--- src/rtl/conv3x3_stream.sv ---
// 3x3 signed-kernel convolver on a column-strip pixel stream, two-stage pipeline.
// Define CONV_ABS_EN to clamp the magnitude of the shifted sum instead of zeroing negatives.
module conv3x3_stream #(
   parameter int PIXEL_WIDTH  = 8,
   parameter int COEF_WIDTH   = 8,
   parameter int IMAGE_WIDTH  = 10,
   parameter int IMAGE_HEIGHT = 10,
   parameter int SHIFT        = 0
) (
   input  logic                   clk,
   input  logic                   reset,
   input  logic                   i_valid,
   input  logic [PIXEL_WIDTH-1:0] i_pixel,
   input  logic                   i_sof,
   input  logic                   i_coef_we,
   input  logic [3:0]             i_coef_addr,
   input  logic [COEF_WIDTH-1:0]  i_coef_data,
   output logic                   o_valid,
   output logic [PIXEL_WIDTH-1:0] o_pixel,
   output logic                   o_eof
);

   localparam int PW    = PIXEL_WIDTH;
   localparam int CW    = COEF_WIDTH;
   localparam int PRODW = PW + CW + 1;
   localparam int SUMW  = PRODW + 4;
   localparam int RW    = $clog2(IMAGE_HEIGHT);
   localparam int CLW   = $clog2(IMAGE_WIDTH);

   localparam logic [RW-1:0]  ROW_LAST = RW'(IMAGE_HEIGHT - 1);
   localparam logic [CLW-1:0] COL_LAST = CLW'(IMAGE_WIDTH - 3);
   localparam logic signed [SUMW-1:0] PMAX =
      {{(SUMW-PW){1'b0}}, {PW{1'b1}}};

   typedef enum logic {FILL, RUN} state_e;

   state_e         state_q, state_d, st_eff;
   logic [1:0]     pix_q, pix_d, pix_eff;
   logic [RW-1:0]  row_q, row_d, row_eff;
   logic [CLW-1:0] col_q, col_d, col_eff;
   logic           trip_done, fire, last_win;

   logic [PW-1:0] stg_q [0:1];
   logic [PW-1:0] win_q [0:8];
   logic [PW-1:0] win_d [0:8];
   logic [CW-1:0] coef_q [0:8];

   logic signed [PRODW-1:0] prod_d [0:8];
   logic signed [PRODW-1:0] prod_q [0:8];
   logic                    v1_q, eof1_q;

   logic signed [SUMW-1:0] sum, shifted, mag;
   logic [PW-1:0]          pix_c;

   logic          o_valid_q, o_eof_q;
   logic [PW-1:0] o_pixel_q;

   // Start-of-frame overrides the current position before anything is decided.
   always_comb begin
      pix_eff   = i_sof ? 2'd0 : pix_q;
      row_eff   = i_sof ? '0 : row_q;
      col_eff   = i_sof ? '0 : col_q;
      st_eff    = i_sof ? FILL : state_q;
      trip_done = i_valid && (pix_eff == 2'd2);
      fire      = trip_done && (st_eff == RUN);
      last_win  = (row_eff == ROW_LAST) && (col_eff == COL_LAST);
   end

   always_comb begin
      state_d = state_q;
      pix_d   = pix_q;
      row_d   = row_q;
      col_d   = col_q;
      if (i_valid) begin
         state_d = st_eff;
         pix_d   = pix_eff + 2'd1;
         row_d   = row_eff;
         col_d   = col_eff;
         if (trip_done) begin
            pix_d = 2'd0;
            if (row_eff == ROW_LAST) begin
               row_d   = '0;
               state_d = FILL;
               col_d   = (col_eff == COL_LAST) ? '0 : col_eff + CLW'(1);
            end else begin
               row_d = row_eff + RW'(1);
               if (row_eff >= RW'(1)) state_d = RUN;
            end
         end
      end
   end

   always_ff @(posedge clk or negedge reset) begin
      if (!reset) begin
         state_q <= FILL;
         pix_q   <= '0;
         row_q   <= '0;
         col_q   <= '0;
      end else begin
         state_q <= state_d;
         pix_q   <= pix_d;
         row_q   <= row_d;
         col_q   <= col_d;
      end
   end

   always_comb begin
      for (int k = 0; k < 6; k++) win_d[k] = win_q[k+3];
      win_d[6] = stg_q[0];
      win_d[7] = stg_q[1];
      win_d[8] = i_pixel;
   end

   always_ff @(posedge clk or negedge reset) begin
      if (!reset) begin
         stg_q[0] <= '0;
         stg_q[1] <= '0;
         for (int k = 0; k < 9; k++) win_q[k] <= '0;
      end else if (i_valid) begin
         if (pix_eff == 2'd0) stg_q[0] <= i_pixel;
         if (pix_eff == 2'd1) stg_q[1] <= i_pixel;
         if (trip_done) begin
            for (int k = 0; k < 9; k++) win_q[k] <= win_d[k];
         end
      end
   end

   always_ff @(posedge clk or negedge reset) begin
      if (!reset) begin
         for (int k = 0; k < 9; k++)
            coef_q[k] <= (k == 4) ? CW'(1) : '0;
      end else begin
         for (int k = 0; k < 9; k++)
            if (i_coef_we && (i_coef_addr == 4'(k)))
               coef_q[k] <= i_coef_data;
      end
   end

   // Products see the freshly completed window, not the registered one.
   always_comb begin
      for (int k = 0; k < 9; k++)
         prod_d[k] = PRODW'($signed({1'b0, win_d[k]}))
                   * PRODW'($signed(coef_q[k]));
   end

   always_ff @(posedge clk or negedge reset) begin
      if (!reset) begin
         v1_q   <= 1'b0;
         eof1_q <= 1'b0;
         for (int k = 0; k < 9; k++) prod_q[k] <= '0;
      end else begin
         v1_q   <= fire;
         eof1_q <= fire && last_win;
         if (fire) begin
            for (int k = 0; k < 9; k++) prod_q[k] <= prod_d[k];
         end
      end
   end

   always_comb begin
      sum = '0;
      for (int k = 0; k < 9; k++) sum = sum + SUMW'(prod_q[k]);
      shifted = sum >>> SHIFT;
`ifdef CONV_ABS_EN
      mag = (shifted < 0) ? -shifted : shifted;
`else
      mag = shifted;
`endif
      if (mag < 0)
         pix_c = '0;
      else if (mag > PMAX)
         pix_c = '1;
      else
         pix_c = mag[PW-1:0];
   end

   always_ff @(posedge clk or negedge reset) begin
      if (!reset) begin
         o_valid_q <= 1'b0;
         o_eof_q   <= 1'b0;
         o_pixel_q <= '0;
      end else begin
         o_valid_q <= v1_q;
         o_eof_q   <= eof1_q;
         if (v1_q) o_pixel_q <= pix_c;
      end
   end

   assign o_valid = o_valid_q;
   assign o_eof   = o_eof_q;
   assign o_pixel = o_pixel_q;

endmodule

--- config.mk ---
export PLATFORM = sky130hd
export DESIGN_NAME = conv3x3_stream
export DESIGN_NICKNAME = d
export VERILOG_FILES = /design/src/rtl/conv3x3_stream.sv
export SDC_FILE = /design/constraint.sdc
export NUM_CORES = 2
export LEC_CHECK = 0
export CORE_MARGIN = 8
export CORE_UTILIZATION = 44
export CTS_CLUSTER_SIZE = 8
export DETAILED_ROUTE_END_ITERATION = 16
export PLACE_DENSITY = 0.6
export SLEW_MARGIN = 15
export SYNTH_ARGS = -nofsm -noshare
export SYNTH_HDL_FRONTEND = slang
export SYNTH_SLANG_ARGS = --single-unit
--- constraint.sdc ---
create_clock -name clk -period 6.7 [get_ports clk]
set_clock_uncertainty 0.05 [all_clocks]
set_input_delay 1.005 -clock clk [delete_from_list [all_inputs] [get_ports clk]]
set_output_delay 1.005 -clock clk [all_outputs]
set_load 0.005 [all_outputs]
==> results.sh <==
export IMPL_gp_congestion=0.913
export IMPL_cap_violations=0
export IMPL_ctsHoldBuffers=0
export IMPL_synthAdderAreaFrac_pct=41.0
export IMPL_die_area_um2=88100
export IMPL_cp_required_ns=7.12
export IMPL_dpl_hpwl_um=66800
export IMPL_avgSynthCellArea_um2=9.90
export IMPL_core_um2=78500
export IMPL_dieWidth_um=297
export IMPL_gr_usage_all_layers_pct=19.6
export IMPL_fin_crit_ns=5.45
export IMPL_path_clk_slew_ns=0.05
export IMPL_grt_antenna_before_repair=6
export IMPL_synth_top_area_share_pct=26.3
export IMPL_synthCells=3505
export IMPL_vias=23500
export IMPL_worst_setup_path_type="in -> reg"
export IMPL_routed_via_density=5.14
export IMPL_slew_headroom_pct=24.3
export IMPL_synth_edf_count=0
export IMPL_cts_buffers=46
export IMPL_fin_nets=4390
export IMPL_wl_um=84900
export IMPL_ys_types=71
export IMPL_ant_nets=0
export IMPL_hp_class="reg -> reg"
export IMPL_grt_max_degree=158
export IMPL_synth_xor_area_share_pct=2.90
export IMPL_drt_initial_drc_count=1257
export IMPL_cts_sinks=312
export IMPL_route_detailed_drc=0
export IMPL_syn_num_nets=4394
export IMPL_synthTopCellsByArea="fa_1 26%, dfrtp_1 22%, ha_1 15%, inv_1 6.6%, and2_1 5.3%"
export IMPL_synth_top_family_by_area="adder cells"
export IMPL_yosysTopAreaCell="fa_1"
export IMPL_path_max_fanout=11
export IMPL_h_tree_depth=2
export IMPL_drive_gt1_share_pct=7.36
export IMPL_ys_flop_type="dfrtp_1"
export IMPL_arrival_ns=5.87
export IMPL_grt_pass1_wl_um=137000
export IMPL_outcome="complete, no violations"
export IMPL_ios=35
export IMPL_fmax_mhz=183
export IMPL_max_slew_worst_pin_slew_ns=1.13
export IMPL_ir_drop_mv=0.353
export IMPL_cts_setup_buffers=0
export IMPL_seq_area_frac_synth_pct=22.5
export IMPL_synth_seq_cells=312
export IMPL_setup_violations=0
export IMPL_dr_pass1_iters=5
export IMPL_antenna_cells=0
export IMPL_die_h_um=297
export IMPL_rsz0062_at_grt="no"
export IMPL_p_leak_nw=18.9
export IMPL_cts_tree="built"
export IMPL_grt_pass1_vias=24300
export IMPL_powerDensity_nw_per_um2=437
export IMPL_p_total_mw=16.4
export IMPL_fin_crit_sh_pct=81.4
export IMPL_cts_root_buf="clkbuf_16"
export IMPL_slew_viol_final=0
export IMPL_yosys_area_share_simple_pct=14.3
export IMPL_finalHoldViolCount=0
export IMPL_numPortBuffers=34
export IMPL_async_reset_ff_share_pct=100
export IMPL_start_kind="input pin"
export IMPL_start_util_pct=44.2
export IMPL_yosys_warnings=0
export IMPL_synth_compound_area_share_pct=6.54
export IMPL_synth_area_mux_share_pct=5.07
export IMPL_placementRows=103
export IMPL_synth_area_um2=34700
export IMPL_final_setup_tns_ns=0
export IMPL_syn2layout_area_growth_pct=7.89
export IMPL_cts_resized=0
export IMPL_endpoint_kind="register"
export IMPL_routedWlPerCell_um=18.6
export IMPL_grt_overflow=0
export IMPL_clock_path_buffers=3
export IMPL_clock_latency_ns=0.61
per-stage QoR:
step                instances  hold slack, ns  instance area [um2]  worst slack [ns]  util (%)
finish                   4570           0.296                37400              1.25      47.7
global route             4570           0.306                37400              1.02      47.7
CTS                      4570           0.298                37400              1.26      47.7
global placement         4503           0.286                36100             0.685      46.0
floorplan                3505           0.281                34700              1.51         -
detailed placement       4503           0.297                36100             0.608      46.0
worst max-delay path, cell delays in order:
cell and delay (ns):
clkdlybuf4s50_1 0.66, and2_1 0.31, fa_1 0.38, inv_1 0.07, fa_1 0.45, fa_1 0.51, fa_1 0.49, inv_1 0.04
ha_1 0.30, nor2b_1 0.15, o21ai_1 0.16, a21boi_1 0.14, o41a_1 0.36, a41o_1 0.27, o41a_1 0.32, xnor2_1 0.16
o21ai_1 0.08
cells by family (layout without fill, tap and decap cells):
logic type | count (synthesis) | in the layout
compound gates | 365 | 365
mux | 156 | 156
fa+ha+maj | 864 | 864
flops | 312 | 312
xor+xnor | 115 | 115
buf+inv | 709 | 724
simple gates | 984 | 984
worst paths after layout:
| check | startpoint | endpoint | slack (ns) | depth (start not counted) |
|---|---|---|---|---|
| min in group asynchronous | reset | col_q[1] | 0.37 | 1 |
| worst min register to register | eof1_q | o_eof | 0.30 | 0 |
| worst min-delay path | eof1_q | o_eof | 0.30 | 0 |
| worst max register to register | prod_q[2] | o_pixel[5] | 1.38 | 18 |
| worst max-delay path | i_pixel[2] | prod_q[16] | 1.25 | 17 |
| max in group asynchronous | reset | prod_q[102] | 4.81 | 2 |
synthesized netlist by cell type, types with 18 or more instances:
cell	instances
clkbuf_1	84
xor2_1	65
ha_1	409
o21ai_0	154
dfrtp_1	311
inv_1	610
nand3_1	20
fa_1	455
a21o_1	18
nand2b_1	71
mux2_2	154
nor3_1	33
nand2_1	405
xnor2_1	50
and2_1	295
nor2_1	84
a21oi_1	72
flip-flops by register name, summed over array words and instances, names as in the netlist:
signal	flops
prod_q	153
coef_q	72
win_d	48
stg_q	16
o_pixel	8
col_q	4
row_q	4
pix_q	2
eof1_q	1
o_eof	1
o_valid	1
state_q	1
v1_q	1
metal layers:
layer | share of wire (%) | routed length [um] | track usage, %
met4 | 3.2 | 2720 | 5.86
met1 | 44 | 37800 | 26.7
met3 | 4.6 | 3940 | 3.16
met5 | 0 | 0 | 0
met2 | 48 | 40500 | 32.3
cell type report:
class / instances / area, um2
multi-input cells: 2484 / 24200
fillers: 7469 / 41100
repair buffers: 47 / 463
flip-flops and latches: 312 / 7810
clock inverters: 4 / 63.8
clock buffers: 63 / 1240
well taps: 1050 / 1310
inverters: 610 / 2290
power by group:
group | leakage (nW) | switching [mW] | internal, mW
clock | 0.635 | 0.903 | 1.28
sequential | 4.06 | 0.836 | 2.17
combinational | 14.2 | 6.09 | 5.09
total | 18.9 | 7.83 | 8.54
cells in the final DEF (no fill, tap or decap), types with 72 or more instances in the layout:
| cell type | n |
|---|---|
| nand2_1 | 404 |
| and2_1 | 295 |
| ha_1 | 409 |
| a21oi_1 | 72 |
| inv_1 | 609 |
| mux2_2 | 154 |
| nor2_1 | 84 |
| o21ai_0 | 154 |
| dfrtp_1 | 311 |
| fa_1 | 455 |
No activity file was read; power rests on OpenSTA's default activity.
